$ cat config.mk
export PLATFORM = sky130hd
export DESIGN_NAME = tcm_port_arbiter_flat
export DESIGN_NICKNAME = d
export VERILOG_FILES = /design/src/rtl/tcm_port_arbiter_pkg.sv /design/src/rtl/tcm_port_arbiter_if.sv /design/src/rtl/tcm_port_arbiter_prio_starve.sv /design/src/rtl/tcm_port_arbiter.sv /design/src/flat_wrapper.sv
export SDC_FILE = /design/constraint.sdc
export NUM_CORES = 1
export LEC_CHECK = 0
export ABC_AREA = 1
export CAP_MARGIN = 20
export CORE_AREA = 2 2 133 135
export CTS_BUF_LIST = sky130_fd_sc_hd__clkbuf_16
export CTS_CLUSTER_DIAMETER = 40
export DETAILED_ROUTE_END_ITERATION = 6
export DIE_AREA = 0 0 135 137
export HOLD_SLACK_MARGIN = 0.03
export PLACE_DENSITY = 0.61
export SETUP_SLACK_MARGIN = 0.2
export SLEW_MARGIN = 20
export SYNTH_ARGS = -nofsm -noshare
export SYNTH_HDL_FRONTEND = slang
export SYNTH_HIERARCHICAL = 1
export SYNTH_SLANG_ARGS = --single-unit
export TNS_END_PERCENT = 1
$ cat constraint.sdc
create_clock -name clk -period 2.4 [get_ports clk]
set_input_delay 0.48 -clock clk [delete_from_list [all_inputs] [get_ports clk]]
set_output_delay 0.48 -clock clk [all_outputs]
set_load 0.005 [all_outputs]
$ cat src/rtl/tcm_port_arbiter_pkg.sv
// Shared types and widths for the TCM store-buffer port arbiter.
package tcm_arb_pkg;

  localparam int ADDR_WIDTH       = 32;
  localparam int SIZE_WIDTH       = 3;
  localparam int REG_DATA_WIDTH   = 32;
  localparam int BUS_DATA_WIDTH   = 32;
  localparam int STARVE_CNT_WIDTH = 4;

  typedef enum logic [1:0] {
    OWNER_LSU,
    OWNER_DBG,
    OWNER_STBUF
  } tcm_arb_owner_t;

endpackage

$ cat src/rtl/tcm_port_arbiter_if.sv
// Requester-side and TCM-side signals of the store-buffer port arbiter.
interface tcm_port_arbiter_if;
  import tcm_arb_pkg::*;

  logic                      lsu_rd_valid;
  logic                      lsu_rd_ready;
  logic [ADDR_WIDTH-1:0]     lsu_rd_addr;
  logic [SIZE_WIDTH-1:0]     lsu_rd_size;
  logic                      lsu_rsp_valid;

  logic                      stbuf_wr_valid;
  logic                      stbuf_wr_ready;
  logic [ADDR_WIDTH-1:0]     stbuf_wr_addr;
  logic [SIZE_WIDTH-1:0]     stbuf_wr_size;
  logic [REG_DATA_WIDTH-1:0] stbuf_wr_data;

  logic                      dbg_valid;
  logic                      dbg_ready;
  logic                      dbg_we;
  logic [ADDR_WIDTH-1:0]     dbg_addr;
  logic [SIZE_WIDTH-1:0]     dbg_size;
  logic [REG_DATA_WIDTH-1:0] dbg_wdata;
  logic                      dbg_rsp_valid;

  logic [BUS_DATA_WIDTH-1:0] rsp_data;

  logic [ADDR_WIDTH-1:0]     bus_tcm_stbuf_read_addr;
  logic [SIZE_WIDTH-1:0]     bus_tcm_stbuf_read_size;
  logic                      bus_tcm_stbuf_rd;
  logic [ADDR_WIDTH-1:0]     bus_tcm_stbuf_write_addr;
  logic [SIZE_WIDTH-1:0]     bus_tcm_stbuf_write_size;
  logic [REG_DATA_WIDTH-1:0] bus_tcm_stbuf_data;
  logic                      bus_tcm_stbuf_wr;
  logic [BUS_DATA_WIDTH-1:0] tcm_bus_stbuf_data;

  modport master (
    output lsu_rd_valid, lsu_rd_addr, lsu_rd_size,
    output stbuf_wr_valid, stbuf_wr_addr, stbuf_wr_size, stbuf_wr_data,
    output dbg_valid, dbg_we, dbg_addr, dbg_size, dbg_wdata,
    output tcm_bus_stbuf_data,
    input  lsu_rd_ready, lsu_rsp_valid, stbuf_wr_ready, dbg_ready, dbg_rsp_valid,
    input  rsp_data,
    input  bus_tcm_stbuf_read_addr, bus_tcm_stbuf_read_size, bus_tcm_stbuf_rd,
    input  bus_tcm_stbuf_write_addr, bus_tcm_stbuf_write_size, bus_tcm_stbuf_data,
    input  bus_tcm_stbuf_wr
  );

  modport slave (
    input  lsu_rd_valid, lsu_rd_addr, lsu_rd_size,
    input  stbuf_wr_valid, stbuf_wr_addr, stbuf_wr_size, stbuf_wr_data,
    input  dbg_valid, dbg_we, dbg_addr, dbg_size, dbg_wdata,
    input  tcm_bus_stbuf_data,
    output lsu_rd_ready, lsu_rsp_valid, stbuf_wr_ready, dbg_ready, dbg_rsp_valid,
    output rsp_data,
    output bus_tcm_stbuf_read_addr, bus_tcm_stbuf_read_size, bus_tcm_stbuf_rd,
    output bus_tcm_stbuf_write_addr, bus_tcm_stbuf_write_size, bus_tcm_stbuf_data,
    output bus_tcm_stbuf_wr
  );

endinterface

$ cat src/rtl/tcm_port_arbiter_prio_starve.sv
// Two-requester fixed-priority arbiter; the low-priority side is forced to
// win once after waiting STARVE_LIMIT consecutive cycles.
module tcm_arb_prio_starve
  import tcm_arb_pkg::*;
#(
  parameter int STARVE_LIMIT = 4
) (
  input  logic clk,
  input  logic rst,
  input  logic req_hi,
  input  logic req_lo,
  output logic gnt_hi,
  output logic gnt_lo
);

  localparam logic [STARVE_CNT_WIDTH-1:0] LIMIT = STARVE_CNT_WIDTH'(STARVE_LIMIT);

  logic [STARVE_CNT_WIDTH-1:0] cnt_q;
  logic [STARVE_CNT_WIDTH-1:0] cnt_d;
  logic                        win_lo;

  assign win_lo = req_lo && (!req_hi || (cnt_q == LIMIT));

  // Grants are held low while reset is asserted so nothing is accepted.
  assign gnt_lo = rst && win_lo;
  assign gnt_hi = rst && req_hi && !win_lo;

  always_comb begin
    cnt_d = '0;
    if (req_lo && !win_lo) begin
      cnt_d = (cnt_q == LIMIT) ? cnt_q : cnt_q + 1'b1;
    end
  end

  always_ff @(posedge clk or negedge rst) begin
    if (!rst) begin
      cnt_q <= '0;
    end else begin
      cnt_q <= cnt_d;
    end
  end

endmodule

$ cat src/rtl/tcm_port_arbiter.sv
// Arbitrates the TCM store-buffer read and write channels between LSU,
// store buffer and debug port, and routes read data back to its owner.
module tcm_port_arbiter
  import tcm_arb_pkg::*;
#(
  parameter int STARVE_LIMIT = 4
) (
  input logic              clk,
  input logic              rst,
  tcm_port_arbiter_if.slave bus
);

  logic           dbg_rd_req;
  logic           dbg_wr_req;
  logic           rd_gnt_lsu;
  logic           rd_gnt_dbg;
  logic           wr_gnt_stbuf;
  logic           wr_gnt_dbg;
  logic           rsp_pending_q;
  logic           rsp_pending_d;
  tcm_arb_owner_t rsp_owner_q;
  tcm_arb_owner_t rsp_owner_d;

  assign dbg_rd_req = bus.dbg_valid && !bus.dbg_we;
  assign dbg_wr_req = bus.dbg_valid &&  bus.dbg_we;

  tcm_arb_prio_starve #(.STARVE_LIMIT(STARVE_LIMIT)) u_rd_arb (
    .clk    (clk),
    .rst    (rst),
    .req_hi (bus.lsu_rd_valid),
    .req_lo (dbg_rd_req),
    .gnt_hi (rd_gnt_lsu),
    .gnt_lo (rd_gnt_dbg)
  );

  tcm_arb_prio_starve #(.STARVE_LIMIT(STARVE_LIMIT)) u_wr_arb (
    .clk    (clk),
    .rst    (rst),
    .req_hi (bus.stbuf_wr_valid),
    .req_lo (dbg_wr_req),
    .gnt_hi (wr_gnt_stbuf),
    .gnt_lo (wr_gnt_dbg)
  );

  assign bus.lsu_rd_ready     = rd_gnt_lsu;
  assign bus.stbuf_wr_ready   = wr_gnt_stbuf;
  assign bus.dbg_ready        = rd_gnt_dbg || wr_gnt_dbg;
  assign bus.bus_tcm_stbuf_rd = rd_gnt_lsu || rd_gnt_dbg;
  assign bus.bus_tcm_stbuf_wr = wr_gnt_stbuf || wr_gnt_dbg;

  // Ungranted channels drive zero address/size/data toward the TCM.
  always_comb begin
    bus.bus_tcm_stbuf_read_addr = '0;
    bus.bus_tcm_stbuf_read_size = '0;
    if (rd_gnt_lsu) begin
      bus.bus_tcm_stbuf_read_addr = bus.lsu_rd_addr;
      bus.bus_tcm_stbuf_read_size = bus.lsu_rd_size;
    end else if (rd_gnt_dbg) begin
      bus.bus_tcm_stbuf_read_addr = bus.dbg_addr;
      bus.bus_tcm_stbuf_read_size = bus.dbg_size;
    end
  end

  always_comb begin
    bus.bus_tcm_stbuf_write_addr = '0;
    bus.bus_tcm_stbuf_write_size = '0;
    bus.bus_tcm_stbuf_data       = '0;
    if (wr_gnt_stbuf) begin
      bus.bus_tcm_stbuf_write_addr = bus.stbuf_wr_addr;
      bus.bus_tcm_stbuf_write_size = bus.stbuf_wr_size;
      bus.bus_tcm_stbuf_data       = bus.stbuf_wr_data;
    end else if (wr_gnt_dbg) begin
      bus.bus_tcm_stbuf_write_addr = bus.dbg_addr;
      bus.bus_tcm_stbuf_write_size = bus.dbg_size;
      bus.bus_tcm_stbuf_data       = bus.dbg_wdata;
    end
  end

  // The owner tag only moves on a read grant; pending marks next-cycle data.
  always_comb begin
    rsp_pending_d = rd_gnt_lsu || rd_gnt_dbg;
    rsp_owner_d   = rsp_owner_q;
    if (rd_gnt_dbg) begin
      rsp_owner_d = OWNER_DBG;
    end else if (rd_gnt_lsu) begin
      rsp_owner_d = OWNER_LSU;
    end
  end

  always_ff @(posedge clk or negedge rst) begin
    if (!rst) begin
      rsp_pending_q <= 1'b0;
      rsp_owner_q   <= OWNER_LSU;
    end else begin
      rsp_pending_q <= rsp_pending_d;
      rsp_owner_q   <= rsp_owner_d;
    end
  end

  assign bus.lsu_rsp_valid = rsp_pending_q && (rsp_owner_q == OWNER_LSU);
  assign bus.dbg_rsp_valid = rsp_pending_q && (rsp_owner_q == OWNER_DBG);
  assign bus.rsp_data      = bus.tcm_bus_stbuf_data;

endmodule

$ cat src/flat_wrapper.sv
// flat-port wrapper written by rule: the top's interface ports become plain ports
module tcm_port_arbiter_flat import tcm_arb_pkg::*;
#(
  parameter int STARVE_LIMIT = 4
)
  (clk, rst, bus_lsu_rd_valid, bus_lsu_rd_addr, bus_lsu_rd_size, bus_stbuf_wr_valid, bus_stbuf_wr_addr, bus_stbuf_wr_size, bus_stbuf_wr_data, bus_dbg_valid, bus_dbg_we, bus_dbg_addr, bus_dbg_size, bus_dbg_wdata, bus_tcm_bus_stbuf_data, bus_lsu_rd_ready, bus_lsu_rsp_valid, bus_stbuf_wr_ready, bus_dbg_ready, bus_dbg_rsp_valid, bus_rsp_data, bus_bus_tcm_stbuf_read_addr, bus_bus_tcm_stbuf_read_size, bus_bus_tcm_stbuf_rd, bus_bus_tcm_stbuf_write_addr, bus_bus_tcm_stbuf_write_size, bus_bus_tcm_stbuf_data, bus_bus_tcm_stbuf_wr);
  tcm_port_arbiter_if bus_i ();
  input logic clk;
  input logic rst;
  input wire logic [$bits(bus_i.lsu_rd_valid)-1:0] bus_lsu_rd_valid;
  input wire logic [$bits(bus_i.lsu_rd_addr)-1:0] bus_lsu_rd_addr;
  input wire logic [$bits(bus_i.lsu_rd_size)-1:0] bus_lsu_rd_size;
  input wire logic [$bits(bus_i.stbuf_wr_valid)-1:0] bus_stbuf_wr_valid;
  input wire logic [$bits(bus_i.stbuf_wr_addr)-1:0] bus_stbuf_wr_addr;
  input wire logic [$bits(bus_i.stbuf_wr_size)-1:0] bus_stbuf_wr_size;
  input wire logic [$bits(bus_i.stbuf_wr_data)-1:0] bus_stbuf_wr_data;
  input wire logic [$bits(bus_i.dbg_valid)-1:0] bus_dbg_valid;
  input wire logic [$bits(bus_i.dbg_we)-1:0] bus_dbg_we;
  input wire logic [$bits(bus_i.dbg_addr)-1:0] bus_dbg_addr;
  input wire logic [$bits(bus_i.dbg_size)-1:0] bus_dbg_size;
  input wire logic [$bits(bus_i.dbg_wdata)-1:0] bus_dbg_wdata;
  input wire logic [$bits(bus_i.tcm_bus_stbuf_data)-1:0] bus_tcm_bus_stbuf_data;
  output wire logic [$bits(bus_i.lsu_rd_ready)-1:0] bus_lsu_rd_ready;
  output wire logic [$bits(bus_i.lsu_rsp_valid)-1:0] bus_lsu_rsp_valid;
  output wire logic [$bits(bus_i.stbuf_wr_ready)-1:0] bus_stbuf_wr_ready;
  output wire logic [$bits(bus_i.dbg_ready)-1:0] bus_dbg_ready;
  output wire logic [$bits(bus_i.dbg_rsp_valid)-1:0] bus_dbg_rsp_valid;
  output wire logic [$bits(bus_i.rsp_data)-1:0] bus_rsp_data;
  output wire logic [$bits(bus_i.bus_tcm_stbuf_read_addr)-1:0] bus_bus_tcm_stbuf_read_addr;
  output wire logic [$bits(bus_i.bus_tcm_stbuf_read_size)-1:0] bus_bus_tcm_stbuf_read_size;
  output wire logic [$bits(bus_i.bus_tcm_stbuf_rd)-1:0] bus_bus_tcm_stbuf_rd;
  output wire logic [$bits(bus_i.bus_tcm_stbuf_write_addr)-1:0] bus_bus_tcm_stbuf_write_addr;
  output wire logic [$bits(bus_i.bus_tcm_stbuf_write_size)-1:0] bus_bus_tcm_stbuf_write_size;
  output wire logic [$bits(bus_i.bus_tcm_stbuf_data)-1:0] bus_bus_tcm_stbuf_data;
  output wire logic [$bits(bus_i.bus_tcm_stbuf_wr)-1:0] bus_bus_tcm_stbuf_wr;
  assign bus_i.lsu_rd_valid = bus_lsu_rd_valid;
  assign bus_i.lsu_rd_addr = bus_lsu_rd_addr;
  assign bus_i.lsu_rd_size = bus_lsu_rd_size;
  assign bus_i.stbuf_wr_valid = bus_stbuf_wr_valid;
  assign bus_i.stbuf_wr_addr = bus_stbuf_wr_addr;
  assign bus_i.stbuf_wr_size = bus_stbuf_wr_size;
  assign bus_i.stbuf_wr_data = bus_stbuf_wr_data;
  assign bus_i.dbg_valid = bus_dbg_valid;
  assign bus_i.dbg_we = bus_dbg_we;
  assign bus_i.dbg_addr = bus_dbg_addr;
  assign bus_i.dbg_size = bus_dbg_size;
  assign bus_i.dbg_wdata = bus_dbg_wdata;
  assign bus_i.tcm_bus_stbuf_data = bus_tcm_bus_stbuf_data;
  assign bus_lsu_rd_ready = bus_i.lsu_rd_ready;
  assign bus_lsu_rsp_valid = bus_i.lsu_rsp_valid;
  assign bus_stbuf_wr_ready = bus_i.stbuf_wr_ready;
  assign bus_dbg_ready = bus_i.dbg_ready;
  assign bus_dbg_rsp_valid = bus_i.dbg_rsp_valid;
  assign bus_rsp_data = bus_i.rsp_data;
  assign bus_bus_tcm_stbuf_read_addr = bus_i.bus_tcm_stbuf_read_addr;
  assign bus_bus_tcm_stbuf_read_size = bus_i.bus_tcm_stbuf_read_size;
  assign bus_bus_tcm_stbuf_rd = bus_i.bus_tcm_stbuf_rd;
  assign bus_bus_tcm_stbuf_write_addr = bus_i.bus_tcm_stbuf_write_addr;
  assign bus_bus_tcm_stbuf_write_size = bus_i.bus_tcm_stbuf_write_size;
  assign bus_bus_tcm_stbuf_data = bus_i.bus_tcm_stbuf_data;
  assign bus_bus_tcm_stbuf_wr = bus_i.bus_tcm_stbuf_wr;
  tcm_port_arbiter #(.STARVE_LIMIT(STARVE_LIMIT)) u_core (.clk(clk), .rst(rst), .bus(bus_i));
endmodule
==> impl_metrics.yaml <==
placement:
  hpwl_um: 10300
  place_congestion: 0.755
  numPortBuffers: 283
  place_ws_ns: -0.486
sta:
  relSlewSlack_pct: 86.3
  fmax_ghz: 0.410
  finalSetupViolations: 28
  min_period_over_period_pct: 102
  skew_ns: 0.00521
  post-route-min-period_ns: 2.44
  rsz0062_at_grt: "true"
  worst_pin_slew_ns: 0.206
  whs_ns: 0.172
  drv_slew: 0
  worst_slack_ns: -0.0389
  hold_viol_final: 0
  setup_tns_ns: -0.489
route:
  dr_wl_met2_um: 8410
  vias: 4126
  drc: 0
  drt_iter0_drc: 184
  wire_per_inst_um: 16.7
  viasPerCell: 4.16
  routed_wl_um: 16600
  wl_met3_um: 1710
  drt_pre_antenna_iters: 4
  ant_nets: 0
  m1WireLength_um: 5960
  highest_layer: "met4"
outcome:
  outcome: "finished, violations left"
  violations: "setup timing"
global_route:
  grt_max_degree: 21
  grt-ovfl-total: 0
  grt_pass1_vias: 3908
  grtUsageTotal_pct: 16.4
  grt_antenna_before_repair: 1
  grt_pass1_wl_um: 22700
critical_path:
  crit_path_max_fanout: 6
  required_ns: 1.92
  cp.arrival_ns: 1.96
  rr_worst_depth: 12
  reg2reg_from: "u_core/u_rd_arb/cnt_q[1]"
  ff2ff_setup_slack_ns: 0.77
  start_kind: "flip-flop"
  critPathMaxStageDelay_ns: 0.37
  critPathBufInv: 6
  critical_path.slowest_cell: "dfrtp_1"
  timing.rr.end: "u_core/rsp_pending_q"
  crit_chain: "inv_1, ha_2, nand3_2, nand2_4, nand2_4, nor2_4, buf_6, buf_12, buf_12, buf_16, nand3_2, nand2_1, buf_2"
  crit_family: "buffers and inverters"
  criticalPathCategory: "reg2out"
  cp-end-kind: "output pin"
worst_hold_path:
  min-delay-path-class: "in2async"
clock_network:
  numClockSinks: 10
  clk_pin_slew_ns: 0.04
  cts_buffers: 3
  h-tree-depth: 1
  clock-root-buffer: "clkbuf_16"
  cts_tree: "yes"
  cts_hold_buf: 0
  clockBufferDepth: 2
  clk_latency_ns: 0.23
pwr:
  ir_drop_mv: 0.179
  powerDensity_nw_per_um2: 213
  power.leakage_nw: 3.24
  total_power_mw: 1.36
logic_synthesis:
  synthesis.nets: 656
  synth_cell_types: 18
  ys_top_cells_by_area: "nand2_1, nand3_1, buf_4, dfrtp_1, nand3_2"
  yosys.area_share.simple_pct: 63.1
  synth_top_area_share_pct: 34.2
  yosysTopAreaCell: "nand2_1"
  yosys.area_share.adder_pct: 2.10
  synth_seq_cells: 10
  ys_warn_count: 6
  syn-cell-area_um2: 2380
  syn-mean-instance-area_um2: 5.35
  synthXorXnorAreaFrac_pct: 0.736
  synth_compound_area_share_pct: 0.420
  yosysSeqAreaShare_pct: 10.5
  synth.area.mux_share_pct: 0
  syn_inst: 445
  synth_top_family_by_area: "simple AND/OR/NAND/NOR gates"
finish:
  num-nets-final: 979
  drive_gt1_share_pct: 34.2
  fillers: 1803
  syn2layout_area_growth_pct: 169
  post-route-util_pct: 37.6
floorplan:
  core_area_um2: 17100
  die_h_um: 137
  die_w_um: 135
  ios: 348
  initial_utilization_pct: 14.0
  die-area_um2: 18500
  rows: 48
run:
  drv_cap: 0
## stage by stage
step	std cells	area (um^2)
detailed placement	921	5440
global placement	921	5440
finish	993	6410
global route	993	6410
floorplan	445	2380
CTS	987	6340
## how the worst max path moves through the flow
stage	to	cells after the start	startpoint	slack [ns]
after floorplan	bus_bus_tcm_stbuf_write_addr[10]	10	u_core/u_wr_arb/cnt_q[0]	0.39
after global placement	bus_bus_tcm_stbuf_read_addr[24]	10	bus_dbg_valid	-0.50
after detailed placement	bus_bus_tcm_stbuf_write_addr[14]	9	bus_dbg_we	-0.49
after CTS	bus_bus_tcm_stbuf_write_addr[7]	13	u_core/u_wr_arb/cnt_q[1]	-0.06
after global routing	bus_bus_tcm_stbuf_write_addr[6]	13	u_core/u_wr_arb/cnt_q[1]	-0.13
final	bus_bus_tcm_stbuf_write_addr[12]	13	u_core/u_wr_arb/cnt_q[0]	-0.04
## state kept, by name, summed over array words and instances (netlist names)
signal and cells:
u_core/rsp_pending_q 1, u_core/u_rd_arb/cnt_q 4, u_core/u_wr_arb/cnt_q 4, u_core/rsp_owner_q 1
## Yosys cell counts (all sizes together)
master and instances:
xnor2 2, nand4 2, buf 66, dfrtp 10
nand2 221, nor2 12, inv 18, ha 4
a21oi 2, nand3 108
## what timing repair did
item / 4_1_cts / 5_1_grt
endpoints found under the setup margin: 107 / 107
gates cloned: 15 / 0
setup buffers: 47 / 5
gates resized for setup: 472 / 60
pin swaps: 48 / 56
## layer usage
| metal | track usage [%] | up-vias |
|---|---|---|
| li1 | - | 2031 |
| met1 | 18.7 | 1818 |
| met2 | 31.5 | 246 |
| met3 | 2.44 | 31 |
| met4 | 4.51 | 0 |
| met5 | 0 | - |
## cell families (layout without fill, tap and decap cells)
logic type	count (synthesis)	after routing
simple gates	343	343
buf+inv	84	406
flops	10	10
fa+ha+maj	4	4
compound gates	2	2
xor+xnor	2	2
other cells	0	1
## cell type report
cell class	count	area, um^2	share of cell area (%)
Sequential cell	10	250	3.90
Clock buffer	3	75.1	1.17
Clock inverter	1	3.75	0.0586
Tap cell	225	282	4.39
Antenna cell	1	2.50	0.0390
Timing Repair Buffer	384	3930	61.3
Multi-Input combinational cell	351	1770	27.6
Inverter	18	96.3	1.50
## where the power goes
part | internal [mW] | leakage, nW | switching, mW
Sequential | 0.174 | 0.137 | 0.00316
Combinational | 0.557 | 3.06 | 0.340
Clock | 0.218 | 0.0385 | 0.0718
Total | 0.949 | 3.24 | 0.415
## layout by cell type, fill, tap and decap left out
cell type        count
buf_6               20
clkdlybuf4s15_1      3
buf_2               85
inv_1               14
diode_2              1
ha_2                 2
inv_16               1
inv_2                2
xnor2_1              2
nand2_2              8
clkdlybuf4s50_1    171
clkbuf_16            3
clkdlybuf4s15_2     10
buf_4               33
nand2_4              5
nand2_1            208
buf_16              16
nand3_1             78
nor2_1              10
clkbuf_2             5
nand4_1              2
inv_12               1
nand3_2             28
dlygate4sd2_1        4
ha_1                 2
a21oi_4              2
nor2_4               2
buf_12              24
dfrtp_1             10
buf_8               13
nand3_4              2
clkinv_1             1
(Power assumes the default switching activity.)
